==> config.mk <==
export PLATFORM = sky130hd
export DESIGN_NAME = alien_sprite_pipeline
export DESIGN_NICKNAME = d
export VERILOG_FILES = /design/src/rtl/alien_sprite_pipeline.sv
export SDC_FILE = /design/constraint.sdc
export NUM_CORES = 1
export LEC_CHECK = 0
export CAP_MARGIN = 20
export CORE_ASPECT_RATIO = 0.6
export CORE_MARGIN = 2
export CORE_UTILIZATION = 55
export DETAILED_ROUTE_END_ITERATION = 8
export MAX_ROUTING_LAYER = met4
export PLACE_DENSITY = 0.86
export SYNTH_ARGS = -nofsm -noshare
export SYNTH_HDL_FRONTEND = slang
export SYNTH_SLANG_ARGS = --single-unit
==> constraint.sdc <==
create_clock -name clk -period 6.7 [get_ports clk]
set_clock_uncertainty 0.1 [all_clocks]
set_input_delay 0.67 -clock clk [delete_from_list [all_inputs] [get_ports clk]]
set_output_delay 0.67 -clock clk [all_outputs]
set_load 0.01 [all_outputs]
==> src/rtl/alien_sprite_pipeline.sv <==
// Two-stage alien sprite renderer: per-slot range test against a frame-stable
// shadow table, then fixed-priority select and ROM address generation.
module alien_sprite_pipeline #(
    parameter int N_OBJ  = 4,
    parameter int HALF   = 32,
    parameter int R_W    = 6,
    parameter int ADDR_W = 16,
    localparam int ID_W  = (N_OBJ > 1) ? $clog2(N_OBJ) : 1
) (
    input  logic                  clk,
    input  logic                  rst_n,
    input  logic [9:0]            h_cnt,
    input  logic [9:0]            v_cnt,
    input  logic                  pix_valid,
    input  logic                  frame_start,
    input  logic [N_OBJ-1:0]      obj_en,
    input  logic [N_OBJ*10-1:0]   obj_x,
    input  logic [N_OBJ*10-1:0]   obj_y,
    input  logic [N_OBJ*R_W-1:0]  obj_r,
    input  logic [N_OBJ*2-1:0]    obj_deriv_left,
    input  logic [N_OBJ*2-1:0]    obj_deriv_right,
    output logic                  out_valid,
    output logic                  hit,
    output logic [ID_W-1:0]       obj_id,
    output logic [1:0]            deriv_select,
    output logic [ADDR_W-1:0]     pixel_addr
);

    localparam int HSW = R_W + 1;

    logic [N_OBJ-1:0]     sh_en;
    logic [N_OBJ*10-1:0]  sh_x;
    logic [N_OBJ*10-1:0]  sh_y;
    logic [N_OBJ*R_W-1:0] sh_r;
    logic [N_OBJ*2-1:0]   sh_dl;
    logic [N_OBJ*2-1:0]   sh_dr;

    // The pipeline reads only the shadow copy, so a pixel launched in the
    // frame_start cycle still sees the old table.
    always_ff @(posedge clk or negedge rst_n) begin
        if (!rst_n) begin
            sh_en <= '0;
            sh_x  <= '0;
            sh_y  <= '0;
            sh_r  <= '0;
            sh_dl <= '0;
            sh_dr <= '0;
        end else if (frame_start) begin
            sh_en <= obj_en;
            sh_x  <= obj_x;
            sh_y  <= obj_y;
            sh_r  <= obj_r;
            sh_dl <= obj_deriv_left;
            sh_dr <= obj_deriv_right;
        end
    end

    logic [N_OBJ-1:0] n1_in;
    logic [11:0]      n1_c  [N_OBJ];
    logic [11:0]      n1_dy [N_OBJ];
    logic [HSW-1:0]   n1_hs [N_OBJ];
    logic [1:0]       n1_d  [N_OBJ];

    for (genvar i = 0; i < N_OBJ; i++) begin : g_slot
        logic signed [HSW-1:0] hs_n;
        logic signed [11:0]    hs_w;
        logic signed [11:0]    dx;
        logic signed [11:0]    dy;

        assign hs_n = HSW'(HALF) - HSW'(sh_r[i*R_W +: R_W]);
        assign hs_w = 12'(hs_n);
        assign dx   = $signed({2'b00, h_cnt}) - $signed({2'b00, sh_x[i*10 +: 10]});
        assign dy   = $signed({2'b00, v_cnt}) - ($signed({2'b00, sh_y[i*10 +: 10]}) - hs_w);

        assign n1_in[i] = sh_en[i] && (hs_w > 12'sd0)
                          && (dx >= -hs_w) && (dx < hs_w)
                          && (dy >= 12'sd0) && (dy < (hs_w <<< 1));
        // Left half is mirrored so the centre column is not drawn twice.
        assign n1_c[i]  = dx[11] ? 12'(-dx - 12'sd1) : 12'(dx);
        assign n1_dy[i] = 12'(dy);
        assign n1_hs[i] = hs_n;
        assign n1_d[i]  = dx[11] ? sh_dl[i*2 +: 2] : sh_dr[i*2 +: 2];
    end

    logic             s1_valid;
    logic [N_OBJ-1:0] s1_in;
    logic [11:0]      s1_c  [N_OBJ];
    logic [11:0]      s1_dy [N_OBJ];
    logic [HSW-1:0]   s1_hs [N_OBJ];
    logic [1:0]       s1_d  [N_OBJ];

    always_ff @(posedge clk or negedge rst_n) begin
        if (!rst_n) begin
            s1_valid <= 1'b0;
            s1_in    <= '0;
            for (int i = 0; i < N_OBJ; i++) begin
                s1_c[i]  <= '0;
                s1_dy[i] <= '0;
                s1_hs[i] <= '0;
                s1_d[i]  <= '0;
            end
        end else begin
            s1_valid <= pix_valid;
            s1_in    <= n1_in;
            for (int i = 0; i < N_OBJ; i++) begin
                s1_c[i]  <= n1_c[i];
                s1_dy[i] <= n1_dy[i];
                s1_hs[i] <= n1_hs[i];
                s1_d[i]  <= n1_d[i];
            end
        end
    end

    logic              w_found;
    logic [ID_W-1:0]   w_id;
    logic [11:0]       w_c;
    logic [11:0]       w_dy;
    logic [HSW-1:0]    w_hs;
    logic [1:0]        w_d;
    logic [ADDR_W-1:0] w_addr;

    // Scanning downward lets the lowest-index in-range slot win.
    always_comb begin
        w_found = 1'b0;
        w_id    = '0;
        w_c     = '0;
        w_dy    = '0;
        w_hs    = '0;
        w_d     = '0;
        for (int i = N_OBJ - 1; i >= 0; i--) begin
            if (s1_in[i]) begin
                w_found = 1'b1;
                w_id    = ID_W'(i);
                w_c     = s1_c[i];
                w_dy    = s1_dy[i];
                w_hs    = s1_hs[i];
                w_d     = s1_d[i];
            end
        end
        w_addr = ADDR_W'(w_dy) * ADDR_W'(w_hs) + ADDR_W'(w_c);
    end

    always_ff @(posedge clk or negedge rst_n) begin
        if (!rst_n) begin
            out_valid    <= 1'b0;
            hit          <= 1'b0;
            obj_id       <= '0;
            deriv_select <= '0;
            pixel_addr   <= '0;
        end else begin
            out_valid    <= s1_valid;
            hit          <= w_found;
            obj_id       <= w_id;
            deriv_select <= w_d;
            pixel_addr   <= w_addr;
        end
    end

endmodule

# After elaboration in Yosys (flattened, before gate mapping)
# Cells that the tools add are included.
# classes
addsub	29
magnitude_cmp	20
n_reduce_logical	20
n_mux	32
n_mul	1
# ops
op	count
$mux W12	12
$ge A11 B12 Y1	4
$ge A12 B1 Y1 const B	4
$lt A12 B8 Y1	4
$neg A11 Y12	4
$neg A7 Y12	4
$sub A11 B12 Y12	4
$sub A11 B7 Y12	4
$sub A12 B2 Y12 const B	4
$lt A11 B7 Y1	4
$sub A10 B10 Y11	4
$gt A7 B1 Y1 const B	4
$mux W7	4
$sub A6 B6 Y7 const A	4
$mux W2	12
$logic_and A1 B1 Y1	20
$add A16 B12 Y16	1
$mul A12 B7 Y16	1
$mux W1	4
# word_totals
wordCells	131
ff_bits	283
in_bits	148

# Depth between registers and ports, before layout
# depth
word_depth	7
depth_mapped	25
mapped_depth_nobuf	23

# Worst setup path after synthesis
# No wires, ideal clock.
# synth_timing
kind	register to register
startpoint	register s1_in[3]
endpoint	register pixel_addr[15]
required_time_ns	6.473
path_stages_with_launch	22
setup_time_ns	0.127
n_path_buf	2
synth_period_minus_slack_ns	5.425
path_slack_ns	1.275
arrival_time_ns	5.198
cell_sequence	dfrtp_1 nor2b_1 buf_2 buf_2 a22oi_1 nor2_1 a21oi_1 nor2_1 a21oi_1 nor2_1 fa_1 fa_1 fa_1 inv_1 fa_1 inv_1 ha_1 a21o_1 a21o_1 o41ai_1 o21ai_0 xnor2_1
# synth_via
elab_chain_len	6
word_cells_on_any_way	14
classes_between	1 x add/sub; 1 x mul; 12 x mux
# synth_rtl
element	line	rtl
from (decl)	86	logic [N_OBJ-1:0] s1_in;
from (signal assigned)	104	s1_in <= n1_in;
$mux W12 or $mux W7 (tied branches) (4 in series)	131	if (s1_in[i]) begin
$mul A12 B7 Y16	140	w_addr = ADDR_W'(w_dy) * ADDR_W'(w_hs) + ADDR_W'(w_c);
$add A16 B12 Y16 (*)	140	
net w_addr[15]	120	logic [ADDR_W-1:0] w_addr;
to (signal assigned)	155	pixel_addr <= w_addr;
to (decl)	26	output logic [ADDR_W-1:0] pixel_addr
# Mark *: on every way through the listed nets, which the timed path passes. The rest lies on a longest branch.
# A chain may end at the register's enable or synchronous reset.

# Worst setup path in the final report
# Same ends and word-level chain as after synthesis.

==> results_dict.tcl <==
set metrics [dict create \
    initial_core_util_pct 55.5 \
    ys_seq_elements 275 \
    timing.final.crit_period_ns 6.29 \
    grt_pass1_vias 16300 \
    io_buffers 169 \
    antenna_found_initial 0 \
    postSynthCellCount 2075 \
    num-nets-final 2757 \
    setup_viol 0 \
    grt_max_degree 182 \
    max_freq_mhz 159 \
    ctsResizeCount 0 \
    yosysWarnings 0 \
    hold_ws_ns -0.0151 \
    slew_headroom_pct 30.1 \
    worstSkewPairLatency_ns 0.58 \
    rsz0062_at_grt "false" \
    worst_slew_pin_slew_ns 1.03 \
    hold_class "input pin to async pin" \
    dr.pass1.iters 5 \
    synthFlopType "dfrtp_1" \
    hold_buffers 0 \
    finalHoldViolCount 4 \
    routedWlPerCell_um 20.4 \
    cp.arrival_ns 6.64 \
    r2r_setup_slack_ns 0.41 \
    cts_sinks 275 \
    drc 0 \
    grt_pass1_wl_um 89400 \
    core-area_um2 37400 \
    syn_avg_cell_area_um2 10.0 \
    syn2layout_area_growth_pct 16.0 \
    synthDistinctLibCells 74 \
    gp_congestion 1.01 \
    layout-drive-gt1-share_pct 9.46 \
    synth_edf_count 0 \
    violations "hold timing" \
    cts.clk_slew.worst_paths_ns 0.06 \
    die_h_um 155 \
    cts_buffers 28 \
    crit_path_max_fanout 20 \
    ir_drop_v 0.000192 \
    r2r-end "pixel_addr[15]$_DFF_PN0_" \
    overflow 0 \
    dp_hpwl_um 44700 \
    r2r_cells 21 \
    diodes 0 \
    maxCapViolCount 0 \
    die-width_um 255 \
    cts_max_level 1 \
    tns_ns 0 \
    start_kind "register" \
    syn-cell-area_um2 20800 \
    finalWirelength_um 56700 \
    drt_iter0_markers 1586 \
    finalMaxSlewViolations 0 \
    worstSetupEndpointType "register" \
    final_util_pct 64.4 \
    leakage_nw 11.2 \
    finalCritPeriodShare_pct 93.9 \
    r2r_start "s1_in[3]$_DFF_PN0_" \
    critPathKind "register to register" \
    p_per_area_nw_per_um2 290 \
    vias 16000 \
    post_cts_buffers 0 \
    root_buffer "clkbuf_16" \
    syn_nets 2581 \
    async_flop_share_pct 100 \
    ant_nets 0 \
    vias_per_cell 5.76 \
    yosysSeqAreaShare_pct 33.1 \
    num_rows 55 \
    outcome "finished with violations" \
    worstPathRequired_ns 7.05 \
    clockBufferDepth 3 \
    io_pins 170 \
    cts_tree "done" \
    grt_usage_pct 30.3 \
    die_area_um2 39400 \
]
[cells in the mapped netlist (6+ instances only)]
| cell type | number | area, um^2 |
|---|---|---|
| or2_1 | 16 | 100 |
| nand2_1 | 129 | 484 |
| a2111oi_0 | 12 | 105 |
| nand4_1 | 8 | 50.1 |
| dfrtp_1 | 275 | 6880 |
| inv_1 | 253 | 950 |
| o31ai_1 | 10 | 75.1 |
| or2_2 | 6 | 37.5 |
| nor4_1 | 16 | 100 |
| o21ai_1 | 17 | 85.1 |
| a22oi_1 | 29 | 218 |
| clkbuf_1 | 31 | 116 |
| buf_1 | 13 | 48.8 |
| fa_1 | 101 | 2020 |
| o41ai_1 | 6 | 52.6 |
| o21ai_0 | 104 | 521 |
| nor3_1 | 28 | 140 |
| nor2_1 | 166 | 623 |
| xnor2_1 | 89 | 780 |
| nor2b_1 | 36 | 225 |
| ha_1 | 257 | 3220 |
| nand3_1 | 17 | 85.1 |
| a21o_1 | 27 | 203 |
| o2111ai_1 | 7 | 61.3 |
| mux2_2 | 64 | 721 |
| and3_1 | 8 | 50.1 |
| o21a_1 | 24 | 180 |
| xnor2_2 | 33 | 537 |
| a211oi_1 | 8 | 60.1 |
| nand2b_1 | 29 | 181 |
| a21oi_1 | 112 | 561 |
| xor2_1 | 28 | 245 |
[placed cells by master, fill, tap and decap left out, types with 29 or more instances in the layout]
cell type | synthesis | final
a21oi_1 | 112 | 112
a22oi_1 | 29 | 29
clkbuf_16 | 0 | 29
clkdlybuf4s50_1 | 0 | 167
dfrtp_1 | 275 | 273
fa_1 | 101 | 101
ha_1 | 257 | 257
inv_1 | 253 | 253
mux2_2 | 64 | 64
nand2_1 | 129 | 129
nand2b_1 | 29 | 29
nor2_1 | 166 | 166
nor2b_1 | 36 | 35
o21ai_0 | 104 | 104
xnor2_1 | 89 | 89
xnor2_2 | 33 | 33
[worst max-delay path by stage]
stage | startpoint | end | slack (ns) | cells after the start
finish | s1_in[3]$_DFF_PN0_ | pixel_addr[15]$_DFF_PN0_ | 0.41 | 21
global route | s1_in[3]$_DFF_PN0_ | pixel_addr[15]$_DFF_PN0_ | 0.13 | 21
detailed placement | s1_in[3]$_DFF_PN0_ | pixel_addr[15]$_DFF_PN0_ | 0.52 | 21
CTS | s1_in[3]$_DFF_PN0_ | pixel_addr[15]$_DFF_PN0_ | 0.47 | 21
global placement | s1_in[2]$_DFF_PN0_ | pixel_addr[15]$_DFF_PN0_ | 0.58 | 21
floorplan | s1_in[3]$_DFF_PN0_ | pixel_addr[15]$_DFF_PN0_ | 1.27 | 21
[layer usage]
layer  wire (um)  vias to the layer above  track usage, %
li1            -                     7405               -
met4        2030                        0            9.13
met2       23700                      668            43.1
met5           0                        -               -
met3        4950                      117            5.49
met1       26100                     7853            44.2
[through the flow]
step	std cells	setup WS [ns]	area [um^2]	total power, mW
2_1_floorplan	2075	1.27	20800	4.24
3_3_place_gp	2733	0.584	23100	5.03
3_5_place_dp	2733	0.515	23100	5.20
4_1_cts	2784	0.468	24100	6.94
5_1_grt	2785	0.127	24100	7.40
6_report	2785	0.407	24100	6.99
[cell families (layout without fill, tap and decap cells)]
| kind of cell | Yosys count | in the layout | synth area share (%) |
|---|---|---|---|
| simple gates | 492 | 492 | 11.2 |
| xor+xnor | 150 | 150 | 7.51 |
| flops | 275 | 275 | 33.1 |
| mux | 74 | 74 | 4.07 |
| buf+inv | 311 | 508 | 5.83 |
| fa+ha+maj | 358 | 358 | 25.2 |
| compound gates | 415 | 415 | 13.0 |
[where the power goes]
part           internal (mW)  leakage [nW]  switching (mW)
combinational           1.29          7.42            1.76
clock                   1.00         0.465           0.705
sequential              2.03          3.29           0.202
[layout make-up]
class	instances	area, um^2
Fill cell	2924	13300
Timing Repair Buffer	199	1940
Clock inverter	11	168
Tap cell	513	642
Multi-Input combinational cell	1489	12700
Inverter	258	968
Sequential cell	275	6880
Clock buffer	40	817
[sequential cells by signal, indices dropped and copies added (netlist names), 8 cells and up]
register	flops
s1_d	8
pixel_addr	16
sh_y	40
s1_dy	48
s1_hs	28
sh_dr	8
s1_c	40
sh_dl	8
sh_x	40
sh_r	24
[critical path, cell delays in order, from the launching register on]
cell and delay (ns):
dfrtp_1 0.37, nor2b_2 0.75, a22oi_1 0.15, nor2_1 0.13, a21oi_1 0.05, nor2_1 0.13
a21oi_1 0.06, buf_4 0.23, or2_2 0.32, fa_1 0.55, inv_1 0.05, fa_1 0.46
fa_1 0.55, inv_1 0.06, fa_1 0.53, inv_1 0.04, ha_1 0.34, a21o_1 0.18
a21o_1 0.20, o41ai_1 0.52, o21ai_0 0.22, xnor2_1 0.16
(Power assumes the default switching activity.)
